===== src/rtl/mmio_io_hub.sv =====
// mmio_io_hub: memory-mapped I/O hub for the OTTER IOBUS.
// N_OUT registered output ports, N_IN synchronised input ports on a
// base+stride map, plus an edge-triggered interrupt controller
// (PENDING / MASK / IRQ_ID) driving a single registered INTR line.
module mmio_io_hub #(
  parameter int          N_OUT       = 4,
  parameter int          N_IN        = 4,
  parameter int          N_IRQ       = 2,
  parameter int          DATA_W      = 16,
  parameter logic [31:0] OUT_BASE    = 32'h1108_0000,
  parameter logic [31:0] IN_BASE     = 32'h1100_0000,
  parameter logic [31:0] CTRL_BASE   = 32'h1120_0000,
  parameter logic [31:0] STRIDE      = 32'h0004_0000,
  parameter int          SYNC_STAGES = 2
) (
  input  logic                    CLK,
  input  logic                    RST,
  input  logic [31:0]             IOBUS_ADDR,
  input  logic [31:0]             IOBUS_OUT,
  input  logic                    IOBUS_WR,
  output logic [31:0]             IOBUS_IN,
  output logic [N_OUT*DATA_W-1:0] OUT_DATA,
  output logic [N_OUT-1:0]        OUT_STB,
  input  logic [N_IN*DATA_W-1:0]  IN_DATA,
  input  logic [N_IRQ-1:0]        IRQ_SRC,
  output logic                    INTR
);

  localparam logic [31:0] PEND_ADDR = CTRL_BASE;
  localparam logic [31:0] MASK_ADDR = CTRL_BASE + STRIDE;
  localparam logic [31:0] ID_ADDR   = CTRL_BASE + (STRIDE << 1);

  logic [N_IN*DATA_W-1:0]  in_sync_q  [SYNC_STAGES];
  logic [N_IRQ-1:0]        irq_sync_q [SYNC_STAGES];
  logic [N_IRQ-1:0]        irq_prev_q;
  logic [N_OUT*DATA_W-1:0] out_data_q;
  logic [N_OUT-1:0]        out_stb_q;
  logic [N_OUT-1:0]        out_hit;
  logic [N_IRQ-1:0]        pend_q, pend_d;
  logic [N_IRQ-1:0]        mask_q, mask_d;
  logic [N_IRQ-1:0]        irq_rise;
  logic [N_IRQ-1:0]        pend_w1c;
  logic                    intr_q;
  logic                    ctrl_hit;
  logic [N_IN*DATA_W-1:0]  in_sync_last;
  logic [31:0]             irq_id;
  logic [31:0]             rd_data;
  logic                    unused_wdata;

  // Upper write-data bits are not stored when ports are narrower than 32.
  assign unused_wdata = ^IOBUS_OUT;

  // Control addresses shadow any output/input decode that lands on them.
  assign ctrl_hit = (IOBUS_ADDR == PEND_ADDR) || (IOBUS_ADDR == MASK_ADDR) ||
                    (IOBUS_ADDR == ID_ADDR);

  genvar gi;
  generate
    for (gi = 0; gi < N_OUT; gi++) begin : g_out_dec
      assign out_hit[gi] = IOBUS_WR && !ctrl_hit &&
                           (IOBUS_ADDR == OUT_BASE + 32'(gi) * STRIDE);
    end
  endgenerate

  // Synchroniser chains for peripheral data and interrupt levels.
  always_ff @(posedge CLK or posedge RST) begin
    if (RST) begin
      for (int s = 0; s < SYNC_STAGES; s++) begin
        in_sync_q[s]  <= '0;
        irq_sync_q[s] <= '0;
      end
    end else begin
      in_sync_q[0]  <= IN_DATA;
      irq_sync_q[0] <= IRQ_SRC;
      for (int s = 1; s < SYNC_STAGES; s++) begin
        in_sync_q[s]  <= in_sync_q[s-1];
        irq_sync_q[s] <= irq_sync_q[s-1];
      end
    end
  end

  assign in_sync_last = in_sync_q[SYNC_STAGES-1];

  // Output registers and their one-cycle write strobes.
  always_ff @(posedge CLK or posedge RST) begin
    if (RST) begin
      out_data_q <= '0;
      out_stb_q  <= '0;
    end else begin
      out_stb_q <= out_hit;
      for (int i = 0; i < N_OUT; i++) begin
        if (out_hit[i]) out_data_q[i*DATA_W +: DATA_W] <= IOBUS_OUT[DATA_W-1:0];
      end
    end
  end

  // Pending/mask next state: a fresh rising edge beats a simultaneous W1C.
  always_comb begin
    irq_rise = irq_sync_q[SYNC_STAGES-1] & ~irq_prev_q;
    pend_w1c = (IOBUS_WR && IOBUS_ADDR == PEND_ADDR) ? IOBUS_OUT[N_IRQ-1:0] : '0;
    pend_d   = (pend_q & ~pend_w1c) | irq_rise;
    mask_d   = (IOBUS_WR && IOBUS_ADDR == MASK_ADDR) ? IOBUS_OUT[N_IRQ-1:0] : mask_q;
  end

  // Interrupt controller state and the registered INTR line.
  always_ff @(posedge CLK or posedge RST) begin
    if (RST) begin
      irq_prev_q <= '0;
      pend_q     <= '0;
      mask_q     <= '0;
      intr_q     <= 1'b0;
    end else begin
      irq_prev_q <= irq_sync_q[SYNC_STAGES-1];
      pend_q     <= pend_d;
      mask_q     <= mask_d;
      intr_q     <= |(pend_q & mask_q);
    end
  end

  // IRQ_ID: one-based index of the lowest enabled pending source.
  always_comb begin
    irq_id = '0;
    for (int k = N_IRQ - 1; k >= 0; k--) begin
      if (pend_q[k] && mask_q[k]) irq_id = 32'(k + 1);
    end
  end

  // Zero-latency read mux; unmapped addresses read as zero.
  always_comb begin
    rd_data = '0;
    if (IOBUS_ADDR == PEND_ADDR) begin
      rd_data[N_IRQ-1:0] = pend_q;
    end else if (IOBUS_ADDR == MASK_ADDR) begin
      rd_data[N_IRQ-1:0] = mask_q;
    end else if (IOBUS_ADDR == ID_ADDR) begin
      rd_data = irq_id;
    end else begin
      for (int j = 0; j < N_IN; j++) begin
        if (IOBUS_ADDR == IN_BASE + 32'(j) * STRIDE)
          rd_data[DATA_W-1:0] = in_sync_last[j*DATA_W +: DATA_W];
      end
    end
  end

  assign IOBUS_IN = rd_data;
  assign OUT_DATA = out_data_q;
  assign OUT_STB  = out_stb_q;
  assign INTR     = intr_q;

endmodule


===== config.mk =====
export PLATFORM = sky130hd
export DESIGN_NAME = mmio_io_hub
export DESIGN_NICKNAME = d
export VERILOG_FILES = /design/src/rtl/mmio_io_hub.sv
export SDC_FILE = /design/constraint.sdc
export NUM_CORES = 1
export LEC_CHECK = 0
export CAP_MARGIN = 20
export CORE_AREA = 5 5 131 133
export DETAILED_ROUTE_END_ITERATION = 10
export DIE_AREA = 0 0 136 138
export HOLD_SLACK_MARGIN = 0.1
export MAX_ROUTING_LAYER = met4
export PLACE_DENSITY_LB_ADDON = 0.25
export SLEW_MARGIN = 20
export SYNTH_ARGS = -nofsm -noshare
export SYNTH_HDL_FRONTEND = slang
export SYNTH_SLANG_ARGS = --single-unit
export TNS_END_PERCENT = 1

===== constraint.sdc =====
create_clock -name CLK -period 9.1 [get_ports CLK]
set_input_delay 2.73 -clock CLK [delete_from_list [all_inputs] [get_ports CLK]]
set_output_delay 2.73 -clock CLK [all_outputs]
set_load 0.05 [all_outputs]

---- Yosys cells after proc, flatten, opt, wreduce, memory -nomap -nowiden ----
Index checks and enable logic that the tools add are counted.
storage, ports and cells
  register bits ........................... 207
  output and inout bits ................... 101
  word-level logic and storage cells ...... 54
operators by class
  eq/ne operators ......................... 9
  muxes and demuxes ....................... 13
  bitwise operators ....................... 6
  reduce and logical (&&, ||, !) cells .... 13
operators by type and width
  cell                                                               count
  32-bit by 29-bit == test with 1-bit output, second input constant  9
  16-bit 2-to-1 mux                                                  6
  30-bit 2-to-1 mux                                                  2
  32-bit 2-to-1 mux                                                  1
  1-bit logical AND                                                  9
  2-bit 2-to-1 mux                                                   4
  2-bit bitwise AND                                                  3
  2-bit inverter                                                     2
  1-bit logical OR                                                   2
  2-bit OR                                                           1
  2-bit OR reduction                                                 1
  1-bit logical NOT                                                  1

---- Longest topological paths before layout ----
Gate-level depths: netlist of run 1.
  depth after elaboration ................. 8
  gate-level depth with buffers ........... 6
  mapped depth without buffers ............ 4

---- Worst setup path before layout of run 1 ----
OpenSTA, ideal clock, no wires.
  path type ............................... input-to-output
  start ................................... input port IOBUS_ADDR[17]
  end ..................................... output port IOBUS_IN[10]
  arrival time ............................ 4.770 ns
  setup slack ............................. 1.600 ns
  cell stages on the path ................. 5
  path buffers ............................ 1
  path through ............................ nor4b_2 -> nand3_1 -> or3_1 -> clkbuf_1 -> nor2b_1
between the ends
  longest elaborated chain between the ends .. 8
RTL lines
  element                                     RTL line  source
  from (decl)                                 18        input logic [31:0] IOBUS_ADDR,
  32-bit by 29-bit == test with 1-bit output  139       if (IOBUS_ADDR == IN_BASE + 32'(j) * STRIDE)
  16-bit 2-to-1 mux (4 in series)             139
  16-bit 2-to-1 mux                           135       end else if (IOBUS_ADDR == ID_ADDR) begin
  30-bit 2-to-1 mux                           133       end else if (IOBUS_ADDR == MASK_ADDR) begin
  30-bit 2-to-1 mux (*)                       131       if (IOBUS_ADDR == PEND_ADDR) begin
  to (decl)                                   21        output logic [31:0] IOBUS_IN,
Mark *: on every way between the ends. The rest lies on a longest branch, timed or not.

---- Final worst setup path of run 1 ----
  start ................................... input port IOBUS_ADDR[17]
  end ..................................... output port IOBUS_IN[7]
Same word-level chain as after synthesis.

==> results.toml, run 1 <==
[run_status]
outcome = "complete, no violations"

[floorplanning]
io_pins = 234
dieArea_sq_mm = 0.01877
coreArea_sq_mm = 0.01571
die_x_microns = 136
die_h_microns = 138
start_util = 0.4529
num_rows = 46

[worst_setup_path]
end_kind = "output port"
crit_family = "simple AND/OR/NAND/NOR gates"
slowest_stage = "clkdlybuf4s50_1"
cp-start-kind = "input pin"
worstPathCellList = "clkdlybuf4s50_1 > nor4b_2 > nand3_1 > or3_1 > nor2b_1 > clkdlybuf4s50_1"
cp_common_cell = "clkdlybuf4s50_1"
crit_buf_inv = 2
crit_fanout = 14
required_ns = 6.37
crit_type = "in2out"
arrival_ns = 5.76
max_stage_delay_ns = 0.83

[placement]
gp_congestion = 0.7016
port_buffers = 201
dp_hpwl_mm = 10.64
place_ws_ns = 0.5029

[global_route]
antenna_found_initial = 0
grt_overflow = 0
grt_pass1_wl_mm = 24.65
grt_pass1_vias = 4576
track_usage = 0.1718
grt_max_degree = 134

[power]
p_per_area_mw_per_mm2 = 199.4
peakVddDrop_mv = 0.1743
leakage_nw = 4.463

[layout]
antenna_cells = 0
nets = 753
postLayoutCoreUtil = 0.6425
drive_above_1_share = 0.1978
area_delta_synth_final_pct = 41.86
nFillCells = 1146

[run]
drv_cap = 0

[sta]
setup_viol = 0
fin_skew_ns = 0.01820
post-route-period-util = 0.9327
worstMarginPinSlew_ns = 0.9776
rsz0062_at_grt = "false"
worst_slack_ns = 0.6126
period_minus_slack_ns = 8.487
fmax_mhz = 117.8
slew-limit-headroom = 0.3462
finalHoldViolCount = 0
setup_tns_ns = 0
drv_slew = 0

[clocking]
ctsResizeCount = 0
cts_tree = "yes"
tritoncts_num_sinks = 207
clockRootBuffer = "clkbuf_16"
cts-buffers-inserted = 22
htreeDepth = 1
clock_path_buffers = 3
insertion_delay_ns = 0.50
hold_buffers = 0
clk_pin_slew_worst_paths_ns = 0.06
cts_setup_buffers = 0

[detailed_routing]
route.detailed.drc = 0
totalWireLength_mm = 15.07
drt_iter0_markers = 122
vias = 3945
wl_per_cell_microns = 17.77
viasPerCell = 4.652
drtPass1Iterations = 4
final_antenna_net_count = 0

[synth]
ys_seq_area_frac = 0.7278
ys_ff_latch = 207
yosys_warnings = 0
mappedNetlistArea_sq_mm = 0.007117
async_reset_ff_frac = 1.000
synth_ff_type = "dfrtp_1"
avgSynthCellArea_sq_um = 17.79
synth_edf_count = 0
postSynthCellCount = 400
synth_cell_types = 42

[hold_path]
hp-class = "reg2reg"
[registers in the layout (all words and copies together), names as in the netlist]
register / cells
pend_q: 2
irq_prev_q: 2
INTR: 1
OUT_DATA: 64
OUT_STB: 4
in_sync_q: 64
mask_q: 2
in_sync_last: 64
irq_sync_q: 4
[synthesized netlist by cell type (4+ instances only)]
master     n  share of area
mux2_4    10          0.021
buf_4     18          0.019
nor2_1     6         0.0032
mux2_2    42          0.066
inv_1      4         0.0021
nand2_1    5         0.0026
nor2b_1   20          0.018
nor4_4     5          0.015
nand3_1    4         0.0028
dfrtp_1  207           0.73
mux2_1    14          0.022
nand4_1    4         0.0035
mux4_2    14          0.044
[cell families after synthesis]
family / count (synthesis) / share of synthesized area
other: 1 / 0.0005269
muxes: 82 / 0.1568
DFF: 207 / 0.7278
AOI/OAI and AO/OA: 12 / 0.01143
buffers and inverters: 31 / 0.02883
and+or+nand+nor: 67 / 0.07454
[routing by layer]
layer | wire (microns) | GRT usage
met1 | 5929 | 0.2092
met2 | 8023 | 0.2947
met3 | 869 | 0.02903
met4 | 251 | 0.05040
met5 | 0 | -
[cell type report]
type,count,area [sq um],share of cell area
clock buffers,25,581.8,0.05763
clock inverters,11,198.9,0.01971
inverters,4,22.52,0.002231
multi-input cells,177,1788,0.1771
flip-flops and latches,207,5180,0.5131
well taps,216,270.3,0.02677
repair buffers,208,2054,0.2035
[final timing paths]
| path | start | to | slack (ns) | depth (start not counted) |
|---|---|---|---|---|
| max reg2reg | irq_prev_q[1]$_DFF_PP0_ | pend_q[1]$_DFF_PP0_ | 8.25 | 3 |
| min | in_sync_q[124]$_DFF_PP0_ | in_sync_last[60]$_DFF_PP0_ | 0.34 | 0 |
| min reg2reg | in_sync_q[124]$_DFF_PP0_ | in_sync_last[60]$_DFF_PP0_ | 0.34 | 0 |
| max | IOBUS_ADDR[17] | IOBUS_IN[7] | 0.61 | 6 |
| min in group asynchronous | RST | in_sync_last[30]$_DFF_PP0_ | 2.80 | 2 |
| max in group asynchronous | RST | OUT_DATA[60]$_DFFE_PP0P_ | 4.79 | 3 |
[placed cells by master, fill, tap and decap left out, types with 5 or more instances in the layout]
| cell | instances |
|---|---|
| buf_4 | 9 |
| bufinv_16 | 5 |
| clkbuf_16 | 22 |
| clkdlybuf4s50_1 | 198 |
| conb_1 | 16 |
| dfrtp_1 | 207 |
| mux2_1 | 14 |
| mux2_2 | 42 |
| mux2_4 | 10 |
| mux4_2 | 14 |
| nand2_1 | 5 |
| nor2_1 | 6 |
| nor2b_1 | 20 |
| nor4_4 | 5 |
[metrics by stage]
step | total power, mW | area, sq um | std cells | hold WS (ns)
final | 2.013 | 10100 | 848 | 0.3436
after global routing | 2.091 | 10100 | 848 | 0.3486
after CTS | 2.044 | 10100 | 848 | 0.3457
after detailed placement | 1.090 | 9315 | 812 | 0.3347
after global placement | 1.085 | 9315 | 812 | 0.3327
after floorplan | 1.028 | 7173 | 415 | 0.3312
[power by group]
part           internal, mW  switching, mW  total [mW]
Clock                 0.600          0.342       0.942
Combinational        0.0593         0.0536       0.113
Sequential            0.951        0.00776       0.958
Note: power is estimated with default switching activity, not from simulation.
==> run 2: changes to the inputs <==
--- a/config.mk
+++ b/config.mk
@@ -6,11 +6,10 @@
 export NUM_CORES = 1
 export LEC_CHECK = 0
 export CAP_MARGIN = 20
-export CORE_AREA = 5 5 131 133
+export CORE_AREA = 2 2 128 130
 export DETAILED_ROUTE_END_ITERATION = 10
-export DIE_AREA = 0 0 136 138
+export DIE_AREA = 0 0 130 132
 export HOLD_SLACK_MARGIN = 0.1
-export MAX_ROUTING_LAYER = met4
 export PLACE_DENSITY_LB_ADDON = 0.25
 export SLEW_MARGIN = 20
 export SYNTH_ARGS = -nofsm -noshare
==> constraint.sdc (replaced) <==
create_clock -name CLK -period 8.87 [get_ports CLK]
set_input_delay 2.661 -clock CLK [delete_from_list [all_inputs] [get_ports CLK]]
set_output_delay 2.661 -clock CLK [all_outputs]
set_load 0.05 [all_outputs]
==> results.toml, run 2 (same netlist as run 1, synthesis figures left out) <==
[run_status]
outcome = "complete, no violations"

[global_route]
gr-usage-met1 = 0.2314
grt_pass1_wl_mm = 24.08
grt_pass1_vias = 4442
grt_use_met2 = 0.3022
grt_overflow = 0
antenna_found_initial = 0
grt_max_degree = 141
track_usage = 0.1809
gr-usage-met3 = 0.04383
top_usage_layer = "met2"

[power]
leakage_nw = 4.468
peakVddDrop_mv = 0.1389
p_total_mw = 2.000
p_per_area_mw_per_mm2 = 199.2

[layout]
seq_area_sq_mm = 0.005180
drive_above_1_share = 0.2079
final_cell_mix = "dfrtp_1 (207), clkdlybuf4s50_1 (191), mux2_2 (42)"
layout_commonest_cell = "dfrtp_1"
nets = 754
multiInputGateArea_sq_mm = 0.001788
final_area_sq_mm = 0.01004
nFillCells = 1148
antenna_cells = 0
area_delta_synth_final_pct = 41.07

[hold_path]
holdPathStages = 0
holdCritStartpoint = "in_sync_q[69]$_DFF_PP0_"
whs_endpoint = "in_sync_last[5]$_DFF_PP0_"
hp-class = "reg2reg"

[run]
drv_cap = 0

[sta]
setup_tns_ns = 0
post-route-period-util = 0.9335
fmax_mhz = 120.8
worst_slack_ns = 0.5900
drv_slew = 0
period_minus_slack_ns = 8.280
setup_viol = 0
fin_skew_ns = 0.005679
finalHoldViolCount = 0
slew-limit-headroom = 0.3696
rsz0062_at_grt = "false"
worstMarginPinSlew_ns = 0.9425

[worst_setup_path]
end_kind = "output port"
rr_startpoint = "irq_prev_q[1]$_DFF_PP0_"
arrival_ns = 5.62
reg2reg_depth = 3
r2r_slack_ns = 8.00
slowest_stage = "clkdlybuf4s50_1"
required_ns = 6.21
regToRegEndpoint = "pend_q[1]$_DFF_PP0_"
crit_type = "in2out"
worstPathCellList = "clkdlybuf4s50_1 > nor4b_2 > nand3_1 > or3_1 > nor2b_1 > clkdlybuf4s50_1"
cp_common_cell = "clkdlybuf4s50_1"
cp-start-kind = "input pin"
critical_path.startpoint = "IOBUS_ADDR[17]"
crit_fanout = 11
max_stage_delay_ns = 0.81

[detailed_routing]
route.detailed.drc = 0
totalWireLength_mm = 14.72
drtPass1Iterations = 4
wl_per_cell_microns = 17.30
viasPerCell = 4.719
drt_iter0_markers = 131
vias = 4016
final_antenna_net_count = 0

[clocking]
cts-buffers-inserted = 22
clockRootBuffer = "clkbuf_16"
cts_tree = "yes"
clk_pin_slew_worst_paths_ns = 0.06
cts_setup_buffers = 0
tritoncts_num_sinks = 207
clock_path_buffers = 3
hold_buffers = 0
insertion_delay_ns = 0.50
ctsResizeCount = 0
htreeDepth = 1

[floorplanning]
die_x_microns = 130
coreArea_sq_mm = 0.01571
die_h_microns = 132
io_pins = 234
num_rows = 46
start_util = 0.4529
dieArea_sq_mm = 0.01716

[placement]
placed_area_sq_mm = 0.009305
port_buffers = 201
place_ws_ns = 0.5686
dp_hpwl_mm = 10.33
gp_congestion = 0.7703
-- run 2: changes by cell type in the layout (fill, tap and decap cells not counted) --
cell	previous run	this run
clkinv_2	2	1
clkbuf_8	2	8
clkinvlp_4	3	1
clkbuf_1	1	4
clkdlybuf4s50_1	198	191
buf_4	9	17
bufinv_16	5	1
-- run 2: worst max-delay path: cells and delay by family --
family,cells,cell delay (ns)
simple gates,4,1.73
buf+inv,2,1.22
-- run 2: worst max path at each step --
| stage | to | slack, ns | cells after the start |
|---|---|---|---|
| finish | IOBUS_IN[13] | 0.59 | 6 |
| global route | IOBUS_IN[12] | 0.32 | 6 |
| CTS | IOBUS_IN[13] | 0.57 | 6 |
| detailed placement | IOBUS_IN[13] | 0.57 | 6 |
| global placement | IOBUS_IN[10] | 0.61 | 6 |
| floorplan | INTR$_DFF_PP0_ | 0.56 | 1 |
-- run 2: per-layer routing --
metal  vias to the layer above  wire, microns
li1                       1814              -
met1                      2037           5753
met2                       140           7670
met3                        25            940
met4                         0            353
met5                         -              0
-- run 2: area by class of cell --
cell class              instances  share of cell area
clock inverters                 4            0.005857
repair buffers                209              0.2036
clock buffers                  34             0.06730
well taps                     216             0.02692
inverters                       4            0.002243
flip-flops and latches        207              0.5160
multi-input cells             177              0.1781
-- run 2: per-stage QoR --
stage	hold WS [ns]	std cells	util
floorplan	0.3312	415	-
global placement	0.3329	813	0.5922
detailed placement	0.3347	813	0.5922
CTS	0.3452	851	0.6390
global route	0.3530	851	0.6390
finish	0.3414	851	0.6390
-- run 2: power by group --
part	internal, mW	switching, mW
Clock	0.552	0.349
Sequential	0.975	0.00781
Combinational	0.0611	0.0553
Total	1.59	0.412
==> run 3: changes to the inputs <==
==> constraint.sdc (replaced) <==
create_clock -name CLK -period 7.82 [get_ports CLK]
set_input_delay 2.346 -clock CLK [delete_from_list [all_inputs] [get_ports CLK]]
set_output_delay 2.346 -clock CLK [all_outputs]
set_load 0.05 [all_outputs]
==> results.toml, run 3 (same netlist as run 1, synthesis figures left out) <==
[run_status]
outcome = "complete, no violations"

[clocking]
htreeDepth = 1
clockRootBuffer = "clkbuf_16"
clk_pin_slew_worst_paths_ns = 0.06
clock_path_buffers = 3
tritoncts_num_sinks = 207
cts_setup_buffers = 0
cts-buffers-inserted = 22
cts_tree = "yes"
ctsResizeCount = 0
insertion_delay_ns = 0.50
hold_buffers = 0

[worst_setup_path]
r2r_slack_ns = 6.93
rr_startpoint = "irq_prev_q[1]$_DFF_PP0_"
regToRegEndpoint = "pend_q[1]$_DFF_PP0_"
arrival_ns = 4.85
crit_type = "in2out"
required_ns = 5.47
crit_fanout = 14
critical_path.startpoint = "IOBUS_ADDR[17]"
end_kind = "output port"
cp-endpoint = "IOBUS_IN[7]"
reg2reg_depth = 3
cp-start-kind = "input pin"

[floorplanning]
die_h_microns = 132
die_x_microns = 130
io_pins = 234
dieArea_sq_mm = 0.01716
coreArea_sq_mm = 0.01571
start_util = 0.4529
num_rows = 46

[detailed_routing]
drt_iter0_markers = 141
drtPass1Iterations = 4
route.detailed.drc = 0
viasPerCell = 4.735
totalWireLength_mm = 14.93
wl_per_cell_microns = 17.52
final_antenna_net_count = 0
vias = 4034

[placement]
port_buffers = 201
gp_congestion = 0.7242
placed_cells = 812
dp_hpwl_mm = 10.12

[sta]
setup_viol = 0
rsz0062_at_grt = "false"
slew-limit-headroom = 0.3300
fin_skew_ns = 0.01169
post-route-period-util = 0.9204
fmax_mhz = 138.9
finalHoldViolCount = 0
period_minus_slack_ns = 7.197
setup_tns_ns = 0
drv_slew = 0
worstMarginPinSlew_ns = 1.002

[layout]
final_cells = 852
seq_area_sq_mm = 0.005180
drive_above_1_share = 0.2186
nets = 754
nFillCells = 1117
antenna_cells = 0
multiInputGateArea_sq_mm = 0.001788
final_cell_mix = "dfrtp_1 (207), clkdlybuf4s50_1 (184), mux2_2 (42)"
layout_commonest_cell = "dfrtp_1"
area_delta_synth_final_pct = 43.79

[global_route]
grt_overflow = 0
grt_pass1_wl_mm = 23.43
grt_max_degree = 208
grt_pass1_vias = 4406
antenna_found_initial = 0
track_usage = 0.1771

[run]
drv_cap = 0

[power]
p_per_area_mw_per_mm2 = 221.5
peakVddDrop_mv = 0.1715
leakage_nw = 4.520

[hold_path]
hp-class = "reg2reg"
==> run 3: cell types whose count changed in the layout (fill, tap and decap cells not counted), sizes merged <==
cell           delta
buf               +7
clkdlybuf4s50     -7
clkbuf            -5
clkinv            +3
clkinvlp          +2
bufinv            +1
==> run 3: layout make-up <==
| class | instances | area share |
|---|---|---|
| Multi-Input combinational cell | 177 | 0.1747 |
| Inverter | 4 | 0.001834 |
| Clock buffer | 29 | 0.05832 |
| Sequential cell | 207 | 0.5062 |
| Clock inverter | 10 | 0.01174 |
| Timing Repair Buffer | 209 | 0.2208 |
| Tap cell | 216 | 0.02641 |
==> run 3: worst min-delay path by stage <==
stage,from,endpoint,cells after the start
final,in_sync_q[67]$_DFF_PP0_,in_sync_last[3]$_DFF_PP0_,0
after floorplan,in_sync_q[64]$_DFF_PP0_,in_sync_last[0]$_DFF_PP0_,0
after detailed placement,in_sync_q[85]$_DFF_PP0_,in_sync_last[21]$_DFF_PP0_,0
after global routing,in_sync_q[71]$_DFF_PP0_,in_sync_last[7]$_DFF_PP0_,0
after CTS,in_sync_q[81]$_DFF_PP0_,in_sync_last[17]$_DFF_PP0_,0
after global placement,in_sync_q[73]$_DFF_PP0_,in_sync_last[9]$_DFF_PP0_,0
==> run 3: per-stage QoR <==
stage | worst slack [ns] | hold slack, ns | power [mW] | utilization | cell area [sq um]
after floorplan | 1.088 | 0.3312 | 1.196 | - | 7177
after global placement | 0.6525 | 0.3331 | 1.263 | 0.6039 | 9489
after detailed placement | 0.5961 | 0.3347 | 1.269 | 0.6039 | 9489
after CTS | 0.5847 | 0.3475 | 2.298 | 0.6495 | 10210
after global routing | 0.4488 | 0.3531 | 2.360 | 0.6513 | 10230
final | 0.6228 | 0.3433 | 2.267 | 0.6513 | 10230
==> run 3: power breakdown <==
part           switching, mW  leakage [nW]  internal, mW  total (mW)
logic                 0.0628          1.60        0.0711       0.134
registers            0.00947          2.57          1.11        1.12
clock network          0.411         0.347         0.607        1.02
total                  0.483          4.52          1.78        2.27
==> run 3: critical path, stage by stage <==
cell             delay [ns]
clkdlybuf4s50_1        0.41
nor4b_2                0.53
nand3_1                0.32
or3_1                  0.73
nor2b_1                0.33
buf_12                 0.18
==> run 3: metal layers <==
layer | vias to the layer above | GRT usage | share of wire
met5 | - | 0 | 0
met4 | 0 | 0.05795 | 0.028
met1 | 2051 | 0.2129 | 0.38
met2 | 142 | 0.3054 | 0.52
met3 | 32 | 0.05114 | 0.069
li1 | 1809 | - | -
